[src/rtl/msk_rcon_seq.sv]
// msk_rcon_seq -- masked AES key-schedule round-constant sequencer.
//
// Walks the AES round constants for one key expansion.
// The forward order is 01, 02, 04, ... and the inverse order runs the
// same list backwards from the last constant. The current constant is
// presented as a d-share Boolean sharing with a constant (non-random)
// share split.
//
// Ports:
//   clk        rising-edge clock
//   rst        asynchronous active-high reset
//   start      begin a sequence (sampled in IDLE only)
//   mode[1:0]  key size at start: 00=128, 01=192, 10=256, 11=invalid
//   inverse    at start: 1 = decryption (reverse) order
//   step       advance to the next constant (sampled in RUN only)
//   abort      synchronous return to IDLE, highest priority
//   mask_rcon  forces sh_rcon to zero when low
//   busy       high while in RUN
//   last       high in RUN while the current constant is the final one
//   done       one-cycle pulse after the final step is accepted
//   err        one-cycle pulse after a start with an invalid mode
//   rcon_idx   number of steps accepted in the current sequence
//   sh_rcon    shared constant, bit b of share s at index d*b+s
module msk_rcon_seq #(
  parameter int d      = 2,
  parameter bit EN_192 = 1'b1
) (
  input  logic           clk,
  input  logic           rst,
  input  logic           start,
  input  logic [1:0]     mode,
  input  logic           inverse,
  input  logic           step,
  input  logic           abort,
  input  logic           mask_rcon,
  output logic           busy,
  output logic           last,
  output logic           done,
  output logic           err,
  output logic [3:0]     rcon_idx,
  output logic [8*d-1:0] sh_rcon
);

  typedef enum logic {
    S_IDLE = 1'b0,
    S_RUN  = 1'b1
  } state_e;

  state_e     state_q;
  logic [7:0] rcon_q;
  logic [3:0] idx_q;
  logic [1:0] mode_q;
  logic       inv_q;
  logic       done_q;
  logic       err_q;

  logic       mode_ok;
  logic [7:0] rcon_init_d;
  logic [7:0] rcon_adv_d;
  logic [3:0] last_idx;
  logic       share_en;

  // 192-bit mode can be compiled out; 2'b11 is never a key size.
  assign mode_ok = (mode != 2'b11) && (EN_192 || (mode != 2'b01));

  // Inverse order starts from the final forward constant of each key size.
  always_comb begin
    rcon_init_d = 8'h01;
    if (inverse) begin
      case (mode)
        2'b00:   rcon_init_d = 8'h36;
        2'b01:   rcon_init_d = 8'h80;
        default: rcon_init_d = 8'h40;
      endcase
    end
  end

  // Forward: multiply by x in GF(2^8). Inverse: divide by x, where 0x8d is
  // the reduction polynomial 0x11b shifted right by one.
  assign rcon_adv_d = inv_q ?
      ({1'b0, rcon_q[7:1]} ^ (rcon_q[0] ? 8'h8d : 8'h00)) :
      ({rcon_q[6:0], 1'b0} ^ (rcon_q[7] ? 8'h1b : 8'h00));

  // Index of the final constant (N-1) for the latched key size.
  always_comb begin
    case (mode_q)
      2'b00:   last_idx = 4'd9;
      2'b01:   last_idx = 4'd7;
      default: last_idx = 4'd6;
    endcase
  end

  always_ff @(posedge clk or posedge rst) begin
    if (rst) begin
      state_q <= S_IDLE;
      rcon_q  <= 8'h01;
      idx_q   <= 4'd0;
      mode_q  <= 2'b00;
      inv_q   <= 1'b0;
      done_q  <= 1'b0;
      err_q   <= 1'b0;
    end else begin
      done_q <= 1'b0;
      err_q  <= 1'b0;
      if (abort) begin
        state_q <= S_IDLE;
        rcon_q  <= 8'h01;
        idx_q   <= 4'd0;
      end else if (state_q == S_IDLE) begin
        if (start) begin
          if (mode_ok) begin
            state_q <= S_RUN;
            mode_q  <= mode;
            inv_q   <= inverse;
            rcon_q  <= rcon_init_d;
            idx_q   <= 4'd0;
          end else begin
            err_q <= 1'b1;
          end
        end
      end else if (step) begin
        if (idx_q == last_idx) begin
          state_q <= S_IDLE;
          rcon_q  <= 8'h01;
          idx_q   <= 4'd0;
          done_q  <= 1'b1;
        end else begin
          rcon_q <= rcon_adv_d;
          idx_q  <= idx_q + 4'd1;
        end
      end
    end
  end

  assign busy     = (state_q == S_RUN);
  assign last     = busy && (idx_q == last_idx);
  assign done     = done_q;
  assign err      = err_q;
  assign rcon_idx = idx_q;
  assign share_en = mask_rcon && busy;

  // The constant is public, so share 0 carries it and the others are zero.
  generate
    for (genvar gi = 0; gi < 8; gi++) begin : g_bit
      for (genvar gj = 0; gj < d; gj++) begin : g_share
        if (gj == 0) begin : g_s0
          assign sh_rcon[d*gi+gj] = rcon_q[gi] & share_en;
        end else begin : g_sn
          assign sh_rcon[d*gi+gj] = 1'b0;
        end
      end
    end
  endgenerate

endmodule

[config.mk]
export PLATFORM = sky130hd
export DESIGN_NAME = msk_rcon_seq
export DESIGN_NICKNAME = d
export VERILOG_FILES = /design/src/rtl/msk_rcon_seq.sv
export SDC_FILE = /design/constraint.sdc
export NUM_CORES = 1
export LEC_CHECK = 0
export ABC_AREA = 1
export BUFFER_PORTS_ARGS = -buffer_cell sky130_fd_sc_hd__buf_4
export CAP_MARGIN = 30
export CORE_AREA = 5 5 58 60
export DETAILED_ROUTE_END_ITERATION = 10
export DIE_AREA = 0 0 63 65
export PLACE_DENSITY = 0.8
export SLEW_MARGIN = 20
export SYNTH_ARGS = -nofsm -noshare
export SYNTH_HDL_FRONTEND = slang
export SYNTH_SLANG_ARGS = --single-unit
[constraint.sdc]
create_clock -name clk -period 2.39 [get_ports clk]
set_input_delay 0.5975 -clock clk [delete_from_list [all_inputs] [get_ports clk]]
set_output_delay 0.5975 -clock clk [all_outputs]
set_load 0.005 [all_outputs]
==> results.py, run 1 <==
metrics = {
    "synth": {
        "async_reset_ff_frac": 1.00,
        "ys_seq_area_frac": 0.377,
        "yosys.area.top_type": "dfrtp_1",
        "synth_edf_count": 0,
        "syn_area_sq_um": 1200,
        "synthCells": 168,
        "yosys-top-cells-count": "nand2_1 (35), nor2_1 (19), dfrtp_1 (17), inv_1 (17)",
        "ys.flop_type": "dfrtp_1",
        "synthDistinctLibCells": 26,
        "synth_area_leaders": "dfrtp_1 (35%), nand2_1 (11%), nor2_1 (5.9%), a21oi_1 (5.8%), nand3_1 (5.8%)",
        "syn_area_per_cell_sq_um": 7.13,
        "synth.most_common_cell": "nand2_1",
        "ys_warn_count": 0,
        "netlist.area_leader.share": 0.355,
        "ys_ff_latch": 18,
    },
    "status": {
        "status": "finished clean",
    },
    "cts": {
        "cts.sinks": 18,
        "cts_buffers": 3,
        "clk_pin_slew_ps": 110,
        "cts_tree": "done",
        "insertion_delay_ps": 300,
        "root_buffer": "clkbuf_4",
        "postCtsSetupBuffers": 0,
        "htree_num_levels": 1,
        "clockBufferDepth": 2,
        "cts_resized": 0,
        "cts_hold_buf": 0,
    },
    "die": {
        "die_area_sq_um": 4100,
        "start_util": 0.417,
        "fp.coreArea_sq_um": 2880,
        "dieWidth_microns": 63,
        "die_h_microns": 65,
        "rows": 20,
        "boundaryPins": 33,
    },
    "placement": {
        "dpl.hpwl_microns": 2010,
        "numPortBuffers": 24,
        "globalplace.congestion": 0.855,
    },
    "detailed_routing": {
        "first_iter_violations": 40,
        "antenna_left": 0,
        "detail_route.first_pass.iterations": 4,
        "viasPerCell": 4.83,
        "drc_errors": 0,
        "routedWlPerCell_microns": 11.3,
        "drt-total-wl_microns": 2560,
        "num_vias": 1092,
    },
    "worst_hold_path": {
        "hold_path_class": "in2async",
    },
    "timing": {
        "relSlewSlack": 0.544,
        "maxSlewViolCount": 0,
        "fin_hold_ws_ps": 391,
        "rsz0062_at_grt": "false",
        "skew_ps": 5.48,
        "setup_viol": 0,
        "max_clock_freq_ghz": 0.489,
        "finalHoldViolations": 0,
        "tightestPinTransition_ps": 683,
        "min_period_ps": 2040,
        "fin_tns_setup_ps": 0,
        "finalCritPeriodShare": 0.855,
    },
    "grt": {
        "grt_start_max_net_pins": 19,
        "grt_pass1_wl_microns": 4400,
        "antenna_found_initial": 0,
        "first_global_vias": 1019,
        "grt_util_all_layers": 0.132,
        "gr-total-overflow": 0,
    },
    "critical_path": {
        "crit_required_ps": 1790,
        "crit_type": "reg2out",
        "rr_startpoint": "busy",
        "reg2reg_to": "rcon_idx[2]",
        "reg2reg_depth": 9,
        "cp-start-kind": "flop",
        "crit_fanout": 8,
        "regToRegSetupSlack_ps": 1090,
        "end_kind": "primary output",
        "arrival_ps": 1450,
    },
    "power_and_ir_drop": {
        "irDropWorstVdd_uv": 233,
        "p_leak_nw": 0.729,
        "p_int_w": 0.000491,
        "clkPwrFrac": 0.260,
        "comb_power_share": 0.240,
        "power_switching_w": 0.000241,
        "seq_power_share": 0.500,
        "p_per_area_nw_per_um2": 520,
        "swShare": 0.329,
    },
    "layout": {
        "multi_input_area_sq_um": 599,
        "fill_cells": 299,
        "syn_to_final_growth_pct": 17.3,
        "seq_area_sq_um": 452,
        "nNetsFinal": 204,
        "antenna_cells": 0,
        "drive_above_1_share": 0.254,
    },
    "run": {
        "cap_violations": 0,
    },
}
==> logic make-up (layout without fill, tap and decap cells) <==
group	count (synthesis)	after routing	synth area share
adders and majority gates	1	1	0.0104
DFF	18	18	0.377
and+or+nand+nor	79	79	0.306
xor gates and xnor gates	2	2	0.0146
AOI/OAI and AO/OA	32	32	0.144
other	1	8	0.00313
buffers and inverters	35	53	0.145
==> registers in the layout, summed over array words and instances, names as in the netlist <==
name,flops
busy,1
done,1
err,1
inv_q,1
mode_q,2
rcon_idx,4
rcon_q,8
==> cell usage in the layout, fill, tap and decap left out, drive strengths merged <==
master	n
dfstp	1
conb	8
o211ai	1
xor2	2
o22ai	2
nor2	22
nand3	16
nand4	1
o21ai	13
ha	1
buf	25
a21oi	16
inv	24
dfrtp	17
clkbuf	4
nand2	40
==> metal layers <==
metal / up-vias / global-route usage / share of wire
li1: 570 / - / -
met1: 489 / 0.179 / 0.47
met2: 28 / 0.210 / 0.46
met3: 5 / 0.0156 / 0.052
met4: 0 / 0.0557 / 0.014
met5: - / 0 / 0
==> through the flow <==
step	std cells	setup slack [ps]	util	total power, W	area (sq um)
floorplan	175	882	-	0.000506	1220
global placement	222	653	0.476	0.000544	1370
detailed placement	222	649	0.476	0.000548	1370
CTS	226	344	0.489	0.000736	1410
global route	226	247	0.489	0.000780	1410
finish	226	346	0.489	0.000731	1410
==> power by group through the flow <==
stage | sequential, W | combinational [W] | clock (W)
2_1_floorplan | 0.000358 | 0.000148 | 0
3_3_place_gp | 0.000370 | 0.000173 | 0
3_5_place_dp | 0.000371 | 0.000177 | 0
4_1_cts | 0.000365 | 0.000178 | 0.000194
5_1_grt | 0.000370 | 0.000205 | 0.000204
6_report | 0.000365 | 0.000176 | 0.000190
==> critical path, stage by stage (launching register included) <==
cell and delay, ps:
dfrtp_1 450, nor2_1 150, nand3_1 90, nand2_1 120, nand3_4 130, inv_2 100, buf_4 100
==> worst max-delay path by stage <==
stage	start	end	slack [ps]	depth (start not counted)
after global routing	rcon_idx[1]	last	250	6
after global placement	mask_rcon	sh_rcon[0]	650	4
after floorplan	rcon_idx[0]	last	880	5
final	rcon_idx[1]	last	350	6
after detailed placement	mask_rcon	sh_rcon[8]	650	4
after CTS	mode_q[1]	last	340	6
==> area by class of cell <==
class,count,share of cell area
multi-input cells,122,0.426
flip-flops and latches,18,0.321
repair buffers,25,0.133
inverters,24,0.0641
well taps,33,0.0294
clock buffers,4,0.0258
No activity file was read; power rests on OpenSTA's default activity.
==> run 2, diff against run 1 <==
--- a/config.mk
+++ b/config.mk
@@ -6,12 +6,13 @@
 export NUM_CORES = 1
 export LEC_CHECK = 0
 export ABC_AREA = 1
-export BUFFER_PORTS_ARGS = -buffer_cell sky130_fd_sc_hd__buf_4
 export CAP_MARGIN = 30
 export CORE_AREA = 5 5 58 60
 export DETAILED_ROUTE_END_ITERATION = 10
 export DIE_AREA = 0 0 63 65
-export PLACE_DENSITY = 0.8
+export DONT_BUFFER_PORTS = 1
+export PLACE_DENSITY = 0.7
+export RECOVER_POWER = 50
 export SLEW_MARGIN = 20
 export SYNTH_ARGS = -nofsm -noshare
 export SYNTH_HDL_FRONTEND = slang
==> results.py, run 2 (synthesized netlist as in run 1, its figures left out) <==
metrics = {
    "timing": {
        "relSlewSlack": 0.539,
        "fin_tns_setup_ps": 0,
        "rsz0062_at_grt": "false",
        "finalCritPeriodShare": 0.832,
        "max_clock_freq_ghz": 0.503,
        "maxSlewViolCount": 0,
        "finalHoldViolations": 0,
        "tightestPinTransition_ps": 691,
        "setup_viol": 0,
        "skew_ps": 3.95,
        "min_period_ps": 1990,
    },
    "power_and_ir_drop": {
        "power_switching_w": 0.000241,
        "clkPwrFrac": 0.277,
        "seq_power_share": 0.518,
        "p_int_w": 0.000473,
        "swShare": 0.338,
        "comb_power_share": 0.205,
        "p_leak_nw": 0.599,
        "irDropWorstVdd_uv": 308,
        "p_per_area_nw_per_um2": 591,
    },
    "layout": {
        "syn_to_final_growth_pct": 0.835,
        "final_cells": 201,
        "largest_reg_flops": 8,
        "regMostFlops": "rcon_q",
        "final_cell_mix": "nand2_1 (36), nor2_1 (20), inv_1 (17), dfrtp_1 (17)",
        "fill_cells": 302,
        "nNetsFinal": 179,
        "drive_above_1_share": 0.131,
        "final_common_cell": "nand2_1",
        "antenna_cells": 0,
    },
    "detailed_routing": {
        "routedWlPerCell_microns": 13.1,
        "viasPerCell": 5.00,
        "first_iter_violations": 32,
        "detail_route.first_pass.iterations": 4,
        "antenna_left": 0,
        "drt-total-wl_microns": 2630,
        "drc_errors": 0,
        "num_vias": 1004,
    },
    "critical_path": {
        "crit_required_ps": 1790,
        "cp-start-kind": "flop",
        "crit_type": "reg2out",
        "cp_top_family": "simple AND/OR/NAND/NOR gates",
        "crit_buf_inv": 1,
        "cp_cell_sequence": "nor2_1 > nand3_1 > nand2_1 > nand3_4 > inv_2",
        "critPathSlowestCell": "dfrtp_1",
        "critical-path-max-stage-delay_ps": 420,
        "arrival_ps": 1390,
        "end_kind": "primary output",
        "crit_fanout": 8,
    },
    "grt": {
        "antenna_found_initial": 0,
        "gr-total-overflow": 0,
        "grt_start_max_net_pins": 19,
        "grt_util_all_layers": 0.138,
        "grt_pass1_wl_microns": 4410,
        "first_global_vias": 960,
    },
    "die": {
        "fp.coreArea_sq_um": 2880,
        "start_util": 0.417,
        "rows": 20,
        "die_h_microns": 65,
        "boundaryPins": 33,
        "dieWidth_microns": 63,
        "die_area_sq_um": 4100,
    },
    "run": {
        "cap_violations": 0,
    },
    "cts": {
        "insertion_delay_ps": 300,
        "cts_buffers": 3,
        "postCtsSetupBuffers": 0,
        "cts.sinks": 18,
        "clk_pin_slew_ps": 110,
        "root_buffer": "clkbuf_4",
        "cts_hold_buf": 0,
        "cts_resized": 0,
        "cts_tree": "done",
        "htree_num_levels": 1,
        "clockBufferDepth": 2,
    },
    "placement": {
        "numPortBuffers": 0,
        "post-place-cells": 197,
        "globalplace.congestion": 0.835,
        "dpl.hpwl_microns": 2010,
    },
    "status": {
        "status": "finished clean",
    },
    "worst_hold_path": {
        "hold_path_class": "in2async",
    },
}
[run 2: cell count changes in the layout (fill, tap and decap cells not counted), sizes merged]
cell / previous run / this run
buf: 25 / 0
[run 2: path summary, 6_finish.rpt]
check | from | to | slack (ps) | cells past startpoint
max in group asynchronous | rst | rcon_q[4] | 1680 | 1
min in group clk | abort | done | 340 | 1
hold reg to reg | mode_q[0] | mode_q[0] | 550 | 2
setup reg to reg | busy | rcon_idx[2] | 700 | 8
hold / removal | rst | rcon_idx[0] | 270 | 1
setup / recovery | mode_q[1] | last | 400 | 5
[run 2: metal layers]
metal	up-vias	global-route usage	share of wire
met5	-	0	0
met4	0	0.0822	0.027
met3	7	0.0451	0.086
met2	34	0.201	0.42
met1	444	0.177	0.46
li1	519	-	-
[run 2: layout make-up]
class / count / area (sq um) / area share
Clock buffer: 4 / 36.3 / 0.0300
Inverter: 24 / 90.1 / 0.0745
Sequential cell: 18 / 452 / 0.374
Tap cell: 33 / 41.3 / 0.0342
Multi-Input combinational cell: 122 / 589 / 0.488
[run 2: power by group through the flow]
stage                     Combinational (W)  Clock [W]  Sequential (W)
final                              0.000146   0.000198        0.000370
after floorplan                    0.000148          0        0.000358
after global routing               0.000171   0.000217        0.000376
after global placement             0.000149          0        0.000375
after CTS                          0.000149   0.000200        0.000370
after detailed placement           0.000148          0        0.000376
[run 2: through the flow]
stage / setup slack (ps) / util / power, W / cell area (sq um) / hold WS (ps)
2_1_floorplan: 882 / - / 0.000506 / 1220 / 492
3_3_place_gp: 701 / 0.411 / 0.000524 / 1180 / 524
3_5_place_dp: 697 / 0.411 / 0.000524 / 1180 / 527
4_1_cts: 356 / 0.423 / 0.000719 / 1220 / 304
5_1_grt: 231 / 0.420 / 0.000763 / 1210 / 308
6_report: 401 / 0.420 / 0.000714 / 1210 / 270
==> run 3, diff against run 2 <==
--- a/config.mk
+++ b/config.mk
@@ -11,7 +11,7 @@
 export DETAILED_ROUTE_END_ITERATION = 10
 export DIE_AREA = 0 0 63 65
 export DONT_BUFFER_PORTS = 1
-export PLACE_DENSITY = 0.7
+export PLACE_DENSITY = 0.72
 export RECOVER_POWER = 50
 export SLEW_MARGIN = 20
 export SYNTH_ARGS = -nofsm -noshare
==> constraint.sdc (replaced) <==
create_clock -name clk -period 1.7 [get_ports clk]
set_input_delay 0.425 -clock clk [delete_from_list [all_inputs] [get_ports clk]]
set_output_delay 0.425 -clock clk [all_outputs]
set_load 0.005 [all_outputs]
==> results.py, run 3 (synthesized netlist as in run 1, its figures left out) <==
metrics = {
    "detailed_routing": {
        "num_vias": 1030,
        "drt-total-wl_microns": 2580,
        "wl_met2_microns": 1170,
        "first_iter_violations": 49,
        "wl_met1_microns": 1160,
        "detail_route.first_pass.iterations": 4,
        "viasPerCell": 5.05,
        "dr.max_layer_used": "met4",
        "antenna_left": 0,
        "dr_wl_met3_microns": 222,
        "drc_errors": 0,
        "routedWlPerCell_microns": 12.6,
    },
    "placement": {
        "globalplace.congestion": 0.860,
        "numPortBuffers": 0,
        "dpl.hpwl_microns": 2020,
    },
    "grt": {
        "grt_start_max_net_pins": 19,
        "grt_util_all_layers": 0.132,
        "antenna_found_initial": 0,
        "gr-total-overflow": 0,
        "grt_pass1_wl_microns": 4310,
        "first_global_vias": 935,
    },
    "timing": {
        "finalHoldViolations": 0,
        "fin_tns_setup_ps": 0,
        "finalCritPeriodShare": 0.972,
        "max_clock_freq_ghz": 0.605,
        "tightestPinTransition_ps": 965,
        "relSlewSlack": 0.356,
        "min_period_ps": 1650,
        "setup_viol": 0,
        "maxSlewViolCount": 0,
        "skew_ps": 3.09,
        "rsz0062_at_grt": "true",
    },
    "layout": {
        "final_cell_mix": "nand2_1 (34), nor2_1 (19), inv_1 (17)",
        "regMostFlops": "rcon_q",
        "drive_above_1_share": 0.175,
        "antenna_cells": 0,
        "syn_to_final_growth_pct": 3.97,
        "nNetsFinal": 182,
        "final_common_cell": "nand2_1",
        "fill_cells": 314,
        "largest_reg_flops": 8,
    },
    "critical_path": {
        "critical-path-max-stage-delay_ps": 480,
        "cp-start-kind": "flop",
        "arrival_ps": 1230,
        "end_kind": "primary output",
        "crit_path_start": "rcon_idx[0]",
        "critPathSlowestCell": "dfrtp_2",
        "crit_fanout": 7,
        "crit_type": "reg2out",
        "rr_startpoint": "busy",
        "cp_cell_sequence": "nand2_1 > nand2_2 > nor2_4 > nand3_4 > inv_4",
        "crit_required_ps": 1270,
    },
    "power_and_ir_drop": {
        "p_leak_nw": 0.605,
        "finalPower_w": 0.00100,
        "irDropWorstVdd_uv": 539,
        "p_per_area_nw_per_um2": 805,
    },
    "cts": {
        "root_buffer": "clkbuf_4",
        "cts_hold_buf": 0,
        "clk_pin_slew_ps": 110,
        "cts_tree": "done",
        "htree_num_levels": 1,
        "insertion_delay_ps": 300,
        "cts_buffers": 3,
        "cts.sinks": 18,
        "clockBufferDepth": 2,
    },
    "die": {
        "start_util": 0.417,
        "rows": 20,
        "die_area_sq_um": 4100,
        "die_h_microns": 65,
        "fp.coreArea_sq_um": 2880,
        "boundaryPins": 33,
        "dieWidth_microns": 63,
    },
    "worst_hold_path": {
        "hold_path_class": "in2reg",
        "worstHoldStart": "abort",
    },
    "run": {
        "cap_violations": 0,
    },
    "status": {
        "status": "finished clean",
    },
}
==> run 3: changes by cell type in the layout (fill, tap and decap cells not counted) <==
cell,change
inv_2,-1
nor2_2,+1
dfrtp_1,-3
inv_4,+1
dfrtp_2,+3
nand2_2,+1
nand2_1,-2
buf_4,+2
nor2_1,-1
clkbuf_1,+1
nand2_4,+1
==> run 3: per-layer routing <==
layer  up-vias  GRT usage
met1       467      0.173
met5         -          0
met2        34      0.200
met4         0     0.0345
li1        527          -
met3         2     0.0520
==> run 3: worst max-delay path: cells and delay by family (launching register included) <==
family	cells	cell delay, ps
buffers and inverters	1	70
DFF	1	480
and+or+nand+nor	4	390
==> run 3: where the power goes <==
group          switching [W]  internal (W)  leakage (nW)  total [W]
clock network       0.000136      0.000131        0.0210   0.000267
registers          0.0000506      0.000468         0.230   0.000518
logic               0.000146     0.0000719         0.354   0.000217
==> run 3: cell type report <==
| type | instances | area, sq um | share of cell area |
|---|---|---|---|
| multi-input cells | 122 | 602 | 0.483 |
| flip-flops and latches | 18 | 455 | 0.365 |
| inverters | 24 | 92.6 | 0.0743 |
| well taps | 33 | 41.3 | 0.0331 |
| clock buffers | 4 | 36.3 | 0.0291 |
| repair buffers | 3 | 18.8 | 0.0151 |
==> run 3: path summary, 6_finish.rpt <==
check / end / slack, ps / depth (start not counted)
worst max-delay path: last / 50 / 5
worst min-delay path: done / 170 / 1
worst max register to register: rcon_idx[0] / 360 / 5
worst min register to register: rcon_q[4] / 550 / 2
max in group asynchronous: rcon_idx[0] / 770 / 2
min in group asynchronous: rcon_idx[2] / 290 / 2
==> run 3: stage by stage <==
stage / utilization / hold slack [ps] / area [sq um] / setup slack, ps / cells
floorplan: - / 363 / 1220 / 364 / 175
global placement: 0.416 / 348 / 1200 / 301 / 199
detailed placement: 0.416 / 353 / 1200 / 277 / 199
CTS: 0.433 / 23.0 / 1250 / 36.1 / 204
global route: 0.433 / 141 / 1250 / -41.9 / 204
finish: 0.433 / 169 / 1250 / 47.3 / 204
==> run 3: what timing repair did <==
item | 4_1_cts | 5_1_grt
gates resized for setup | 3 | 3
endpoints found under the setup margin | 1 | 9
setup buffers | 1 | 0
pin swaps | 1 | 1
hold endpoints to repair | 0 | 0
